--- config.mk ---
export PLATFORM = sky130hd
export DESIGN_NAME = rom_read_arbiter
export DESIGN_NICKNAME = d
export VERILOG_FILES = /design/src/rtl/rom_read_arbiter.sv
export SDC_FILE = /design/constraint.sdc
export NUM_CORES = 1
export LEC_CHECK = 0
export BUFFER_PORTS_ARGS = -buffer_cell sky130_fd_sc_hd__buf_2
export CORE_MARGIN = 4
export CORE_UTILIZATION = 40
export CTS_BUF_LIST = sky130_fd_sc_hd__clkbuf_4 sky130_fd_sc_hd__clkbuf_8
export DETAILED_ROUTE_END_ITERATION = 10
export GPL_TIMING_DRIVEN = 0
export HOLD_SLACK_MARGIN = 0.02
export PLACE_DENSITY = 0.79
export SLEW_MARGIN = 30
export SYNTH_ARGS = -nofsm -noshare
export SYNTH_HDL_FRONTEND = slang
export SYNTH_SLANG_ARGS = --single-unit
--- constraint.sdc ---
create_clock -name clk -period 1.6 [get_ports clk]
set_clock_uncertainty 0.2 [all_clocks]
set_input_delay 0.08 -clock clk [delete_from_list [all_inputs] [get_ports clk]]
set_output_delay 0.08 -clock clk [all_outputs]
set_load 0.005 [all_outputs]
--- src/rtl/rom_read_arbiter.sv ---
// Round-robin arbiter sharing one single-port, 1-cycle-latency ROM among NUM_REQ requesters.
// Define ROM_ARB_FIXED_PRIO_EN for fixed priority (lowest valid index wins).
module rom_read_arbiter #(
  parameter int unsigned NUM_REQ = 4,
  parameter int unsigned ADDR_W  = 4,
  parameter int unsigned DATA_W  = 4
) (
  input  logic                      clk,
  input  logic                      rst,
  input  logic [NUM_REQ-1:0]        req_valid,
  input  logic [NUM_REQ*ADDR_W-1:0] req_addr,
  output logic [NUM_REQ-1:0]        req_ready,
  output logic [NUM_REQ-1:0]        rsp_valid,
  output logic [DATA_W-1:0]         rsp_data,
  output logic                      rom_read_enable,
  output logic [ADDR_W-1:0]         rom_addr,
  input  logic [DATA_W-1:0]         rom_out
);
  localparam int unsigned IdxW = $clog2(NUM_REQ);
  typedef logic [IdxW-1:0] idx_t;

  typedef enum logic [1:0] {StIdle, StIssue, StCapture} state_e;

  state_e state_q;
  idx_t   gnt_q;
  idx_t   gnt_idx;
  logic   gnt_found;

`ifndef ROM_ARB_FIXED_PRIO_EN
  idx_t rr_ptr_q;
  idx_t rr_ptr_next;

  assign rr_ptr_next = (gnt_q == idx_t'(NUM_REQ - 1)) ? '0 : gnt_q + 1'b1;
`endif

  // Search starts at the rotating pointer and wraps modulo NUM_REQ.
  always_comb begin
    int unsigned sum;
    idx_t        cand;
    sum       = 0;
    cand      = '0;
    gnt_found = 1'b0;
    gnt_idx   = '0;
    for (int unsigned k = 0; k < NUM_REQ; k++) begin
`ifdef ROM_ARB_FIXED_PRIO_EN
      sum = k;
`else
      sum = 32'(rr_ptr_q) + k;
      if (sum >= NUM_REQ) begin
        sum = sum - NUM_REQ;
      end
`endif
      cand = idx_t'(sum);
      if (!gnt_found && req_valid[cand]) begin
        gnt_found = 1'b1;
        gnt_idx   = cand;
      end
    end
  end

  always_comb begin
    req_ready = '0;
    if (!rst && state_q == StIdle && gnt_found) begin
      req_ready[gnt_idx] = 1'b1;
    end
  end

  always_ff @(posedge clk) begin
    if (rst) begin
      state_q         <= StIdle;
      gnt_q           <= '0;
      rom_read_enable <= 1'b0;
      rom_addr        <= '0;
      rsp_valid       <= '0;
      rsp_data        <= '0;
`ifndef ROM_ARB_FIXED_PRIO_EN
      rr_ptr_q        <= '0;
`endif
    end else begin
      rsp_valid <= '0;
      case (state_q)
        StIdle: begin
          // Address goes straight to the ROM pins so read_enable is high during ISSUE.
          if (gnt_found) begin
            gnt_q           <= gnt_idx;
            rom_addr        <= req_addr[32'(gnt_idx)*ADDR_W +: ADDR_W];
            rom_read_enable <= 1'b1;
            state_q         <= StIssue;
          end
        end
        StIssue: begin
          rom_read_enable <= 1'b0;
          state_q         <= StCapture;
        end
        StCapture: begin
          rsp_data         <= rom_out;
          rsp_valid[gnt_q] <= 1'b1;
`ifndef ROM_ARB_FIXED_PRIO_EN
          rr_ptr_q         <= rr_ptr_next;
`endif
          state_q          <= StIdle;
        end
        default: state_q <= StIdle;
      endcase
    end
  end

endmodule

==> run summary <==
The run finished, with violations left. The checks that failed: negative setup slack. Summed over all nets, the half-perimeter wirelength after detailed placement is 1780 um. The worst path required time is 1.32 ns.

The worst-case setup slack after placement came out at -0.201 ns. The final antenna-violating net count is 0. STA classifies the critical path endpoint as an output port. The top-level port count is 43. The first detailed-routing pass took 4 iterations. The share of cells above drive strength 1 is 45.3%.

The pin count of the biggest net entering global routing is 12. The full die area came out at 3170 um2. The first global-routing pass estimated 5170 um of wire. The clock transition at the register clock pins on the worst setup and hold paths after CTS came out at 0.11 ns.

The total via count in the routed design came out at 1055. The data arrival time of the critical path came out at 1.66 ns. The final cell utilization of the core is 71.8%.

The TritonCTS sink count came out at 19. The number of antenna violations at the first check in global routing was 1. The detailed router's first-iteration violation count is 23. The synthesized cell area is 933 um2. The number of distinct library cells after synthesis came out at 29. In this run the deepest clock path goes through 2 buffers. The final routed wire length divided by cell count is 16.7 um. The final critical path takes up 121% of the cycle. The number of global-route vias before repair is 1181. Sorting the synthesized cells by area gives the leading types as sky130_fd_sc_hd__dfxtp_1 (41%), sky130_fd_sc_hd__mux2i_1 (15%), sky130_fd_sc_hd__ha_1 (5.4%). The clock latency reported for the late side of the worst-skew pair came out at 0.31 ns. The flip-flop and latch count after synthesis is 19. Setup repair after global routing could not meet its margin everywhere.

The type of element launching the critical path is a flip-flop. The number of nets produced by synthesis came out at 126. The launch instance of the worst register-to-register path is rr_ptr_q[0]. The DRC violation count after routing came out at 0. The final count of hold timing violations came to 0.

Synthesis produced a netlist whose cell count is 96. The average cell area after synthesis came out at 9.72 um2. The via-per-instance ratio came out at 5.30. The worst-case IR drop observed on VDD is 0.422 mV. At the pin with the least slew margin, the transition time is 0.497 ns.

The post-placement cell area is 1190 um2. Of all nets on the critical path, the largest fanout is 4. The H-tree depth came out at 1. The final net count is 201.

The clock tree from TritonCTS is yes. The final-report setup violation count came out at 10. The root buffer cell chosen for the clock tree is sky130_fd_sc_hd__clkbuf_4.

In this run the most critical hold path is launched from req_valid[2]. The minimum clock period is 1.94 ns. The total of warnings raised by yosys is 0.

After global routing the overflow that remains totals 0. The max-slew violation count came to 0. The die extent in y came out at 56.3 um.

The minimum hold slack is 0.0769 ns. The worst hold path belongs to the class primary input to flip-flop. Tracing the worst setup path back leads to its startpoint at rr_ptr_q[0]. For this run, the top clock speed supported by timing is 516 MHz.

The number of buffers inserted by port buffering came out at 42. The global-route total usage across every layer came out at 21.1%. The post-layout instance area is 1590 um2. The total power per unit cell area came out at 717 nW/um2.

The synthesized design devotes to its leading area cell type 40.8% of total area. The initial core utilization is 42.2%. The final weighted congestion in routability-driven placement came out at 0.721. The wire length after detailed routing is 3320 um.

The synthesis-to-layout area growth came out at 70.1%. The final worst setup slack is -0.338 ns. In this run the static leakage power is 0.777 nW. Across the run, the number of max-cap violations was 0. The worst setup path is of the flip-flop to output port kind. Sequential elements use 40.8% of the synthesized area. The core box area is 2210 um2. The horizontal extent of the die came out at 56.3 um. The number of rows in the core area is 17. The largest area contributor in the synthesized netlist is sky130_fd_sc_hd__dfxtp_1. Measured against its own limit, the worst slew margin works out to 66.9%.

The total CTS buffers came out at 3.
-- kinds of logic after synthesis --
kind of cell    synth area share, %
buf+inv                        4.02
compound gates                 10.7
flops                          40.8
mux                            15.0
simple gates                   24.1
fa+ha+maj                      5.36
-- sequential cells by signal, indices dropped and copies added, names as in the netlist --
signal	flops
rsp_data	4
state_q	2
rr_ptr_q	2
gnt_q	2
rom_read_enable	1
rom_addr	4
rsp_valid	4
-- what timing repair did --
| item | in CTS | in global routing |
|---|---|---|
| endpoints found under the setup margin | 9 | 19 |
| hold buffers | 21 | 0 |
| setup buffers | 5 | 3 |
| resized for setup | 12 | 10 |
| pin swaps | 3 | 4 |
| hold endpoints to repair | 8 | 0 |
-- final timing paths --
check        slack, ns         endpoint  cells past startpoint
min reg2reg       0.31  rom_read_enable                      2
min               0.08  rom_read_enable                      5
max reg2reg      -0.33         gnt_q[0]                      8
max              -0.34     req_ready[1]                      5
-- power breakdown --
| group | leakage, nW | switching [mW] | internal [mW] | total [mW] |
|---|---|---|---|---|
| clock | 0.0177 | 0.160 | 0.0934 | 0.254 |
| sequential | 0.157 | 0.0244 | 0.504 | 0.528 |
| combinational | 0.602 | 0.162 | 0.194 | 0.356 |
-- critical path: stages (launching register included) --
cell	delay, ns
sky130_fd_sc_hd__dfxtp_4	0.37
sky130_fd_sc_hd__nand2b_4	0.13
sky130_fd_sc_hd__and2b_1	0.18
sky130_fd_sc_hd__o32a_1	0.24
sky130_fd_sc_hd__nor4_2	0.26
sky130_fd_sc_hd__buf_2	0.16
-- layout make-up --
class                      instances  area [um2]
buffer                             4        27.5
clock inverter                     1        5.00
clock buffer                       3        22.5
timing repair buffer              71         490
tap                               28        35.0
fill                             152         624
sequential                        19         388
antenna                            1        2.50
multi-input combinational         69         606
inverter                           3        11.3
-- cell usage in the layout (no fill, tap or decap), types with 2 or more instances in the layout --
master / instances
sky130_fd_sc_hd__nor2b_1: 2
sky130_fd_sc_hd__buf_4: 7
sky130_fd_sc_hd__nand3b_1: 4
sky130_fd_sc_hd__and2_1: 4
sky130_fd_sc_hd__a21oi_1: 3
sky130_fd_sc_hd__buf_2: 42
sky130_fd_sc_hd__clkbuf_4: 3
sky130_fd_sc_hd__buf_6: 2
sky130_fd_sc_hd__mux2i_1: 11
sky130_fd_sc_hd__mux2i_2: 3
sky130_fd_sc_hd__dfxtp_1: 17
sky130_fd_sc_hd__nand2b_1: 2
sky130_fd_sc_hd__dlygate4sd3_1: 21
sky130_fd_sc_hd__dfxtp_4: 2
sky130_fd_sc_hd__o221ai_2: 4
sky130_fd_sc_hd__clkbuf_1: 2
sky130_fd_sc_hd__ha_1: 4
sky130_fd_sc_hd__nor3_1: 2
sky130_fd_sc_hd__nor2_1: 11
sky130_fd_sc_hd__inv_1: 3
sky130_fd_sc_hd__a21oi_2: 2
-- cell usage after synthesis (all sizes together) --
| library cell | number |
|---|---|
| a211o | 1 |
| a21o | 1 |
| a21oi | 5 |
| and2 | 4 |
| and2b | 1 |
| and3 | 2 |
| buf | 1 |
| clkbuf | 4 |
| dfxtp | 19 |
| ha | 4 |
| inv | 3 |
| mux2i | 14 |
| nand2 | 1 |
| nand2b | 4 |
| nand3b | 4 |
| nor2 | 12 |
| nor2b | 3 |
| nor3 | 2 |
| nor4 | 2 |
| o221ai | 4 |
| o32a | 1 |
| o32ai | 1 |
| or2 | 1 |
| or3 | 2 |
-- metrics by stage --
stage / std cells / setup TNS (ns) / total power [mW]
floorplan: 96 / -0.0971 / 0.674
global placement: 166 / -0.683 / 0.753
detailed placement: 166 / -0.877 / 0.766
CTS: 196 / -2.19 / 1.09
global route: 199 / -3.19 / 1.19
finish: 199 / -2.65 / 1.14
-- per-layer routing --
| layer | wire length, um | vias to the layer above | track usage [%] |
|---|---|---|---|
| li1 | - | 487 | - |
| met1 | 1090 | 508 | 18.2 |
| met2 | 1870 | 47 | 41.6 |
| met3 | 191 | 13 | 4.83 |
| met4 | 161 | 0 | 14.2 |
| met5 | 0 | - | 0 |
Power figures use the tool's default switching activity.
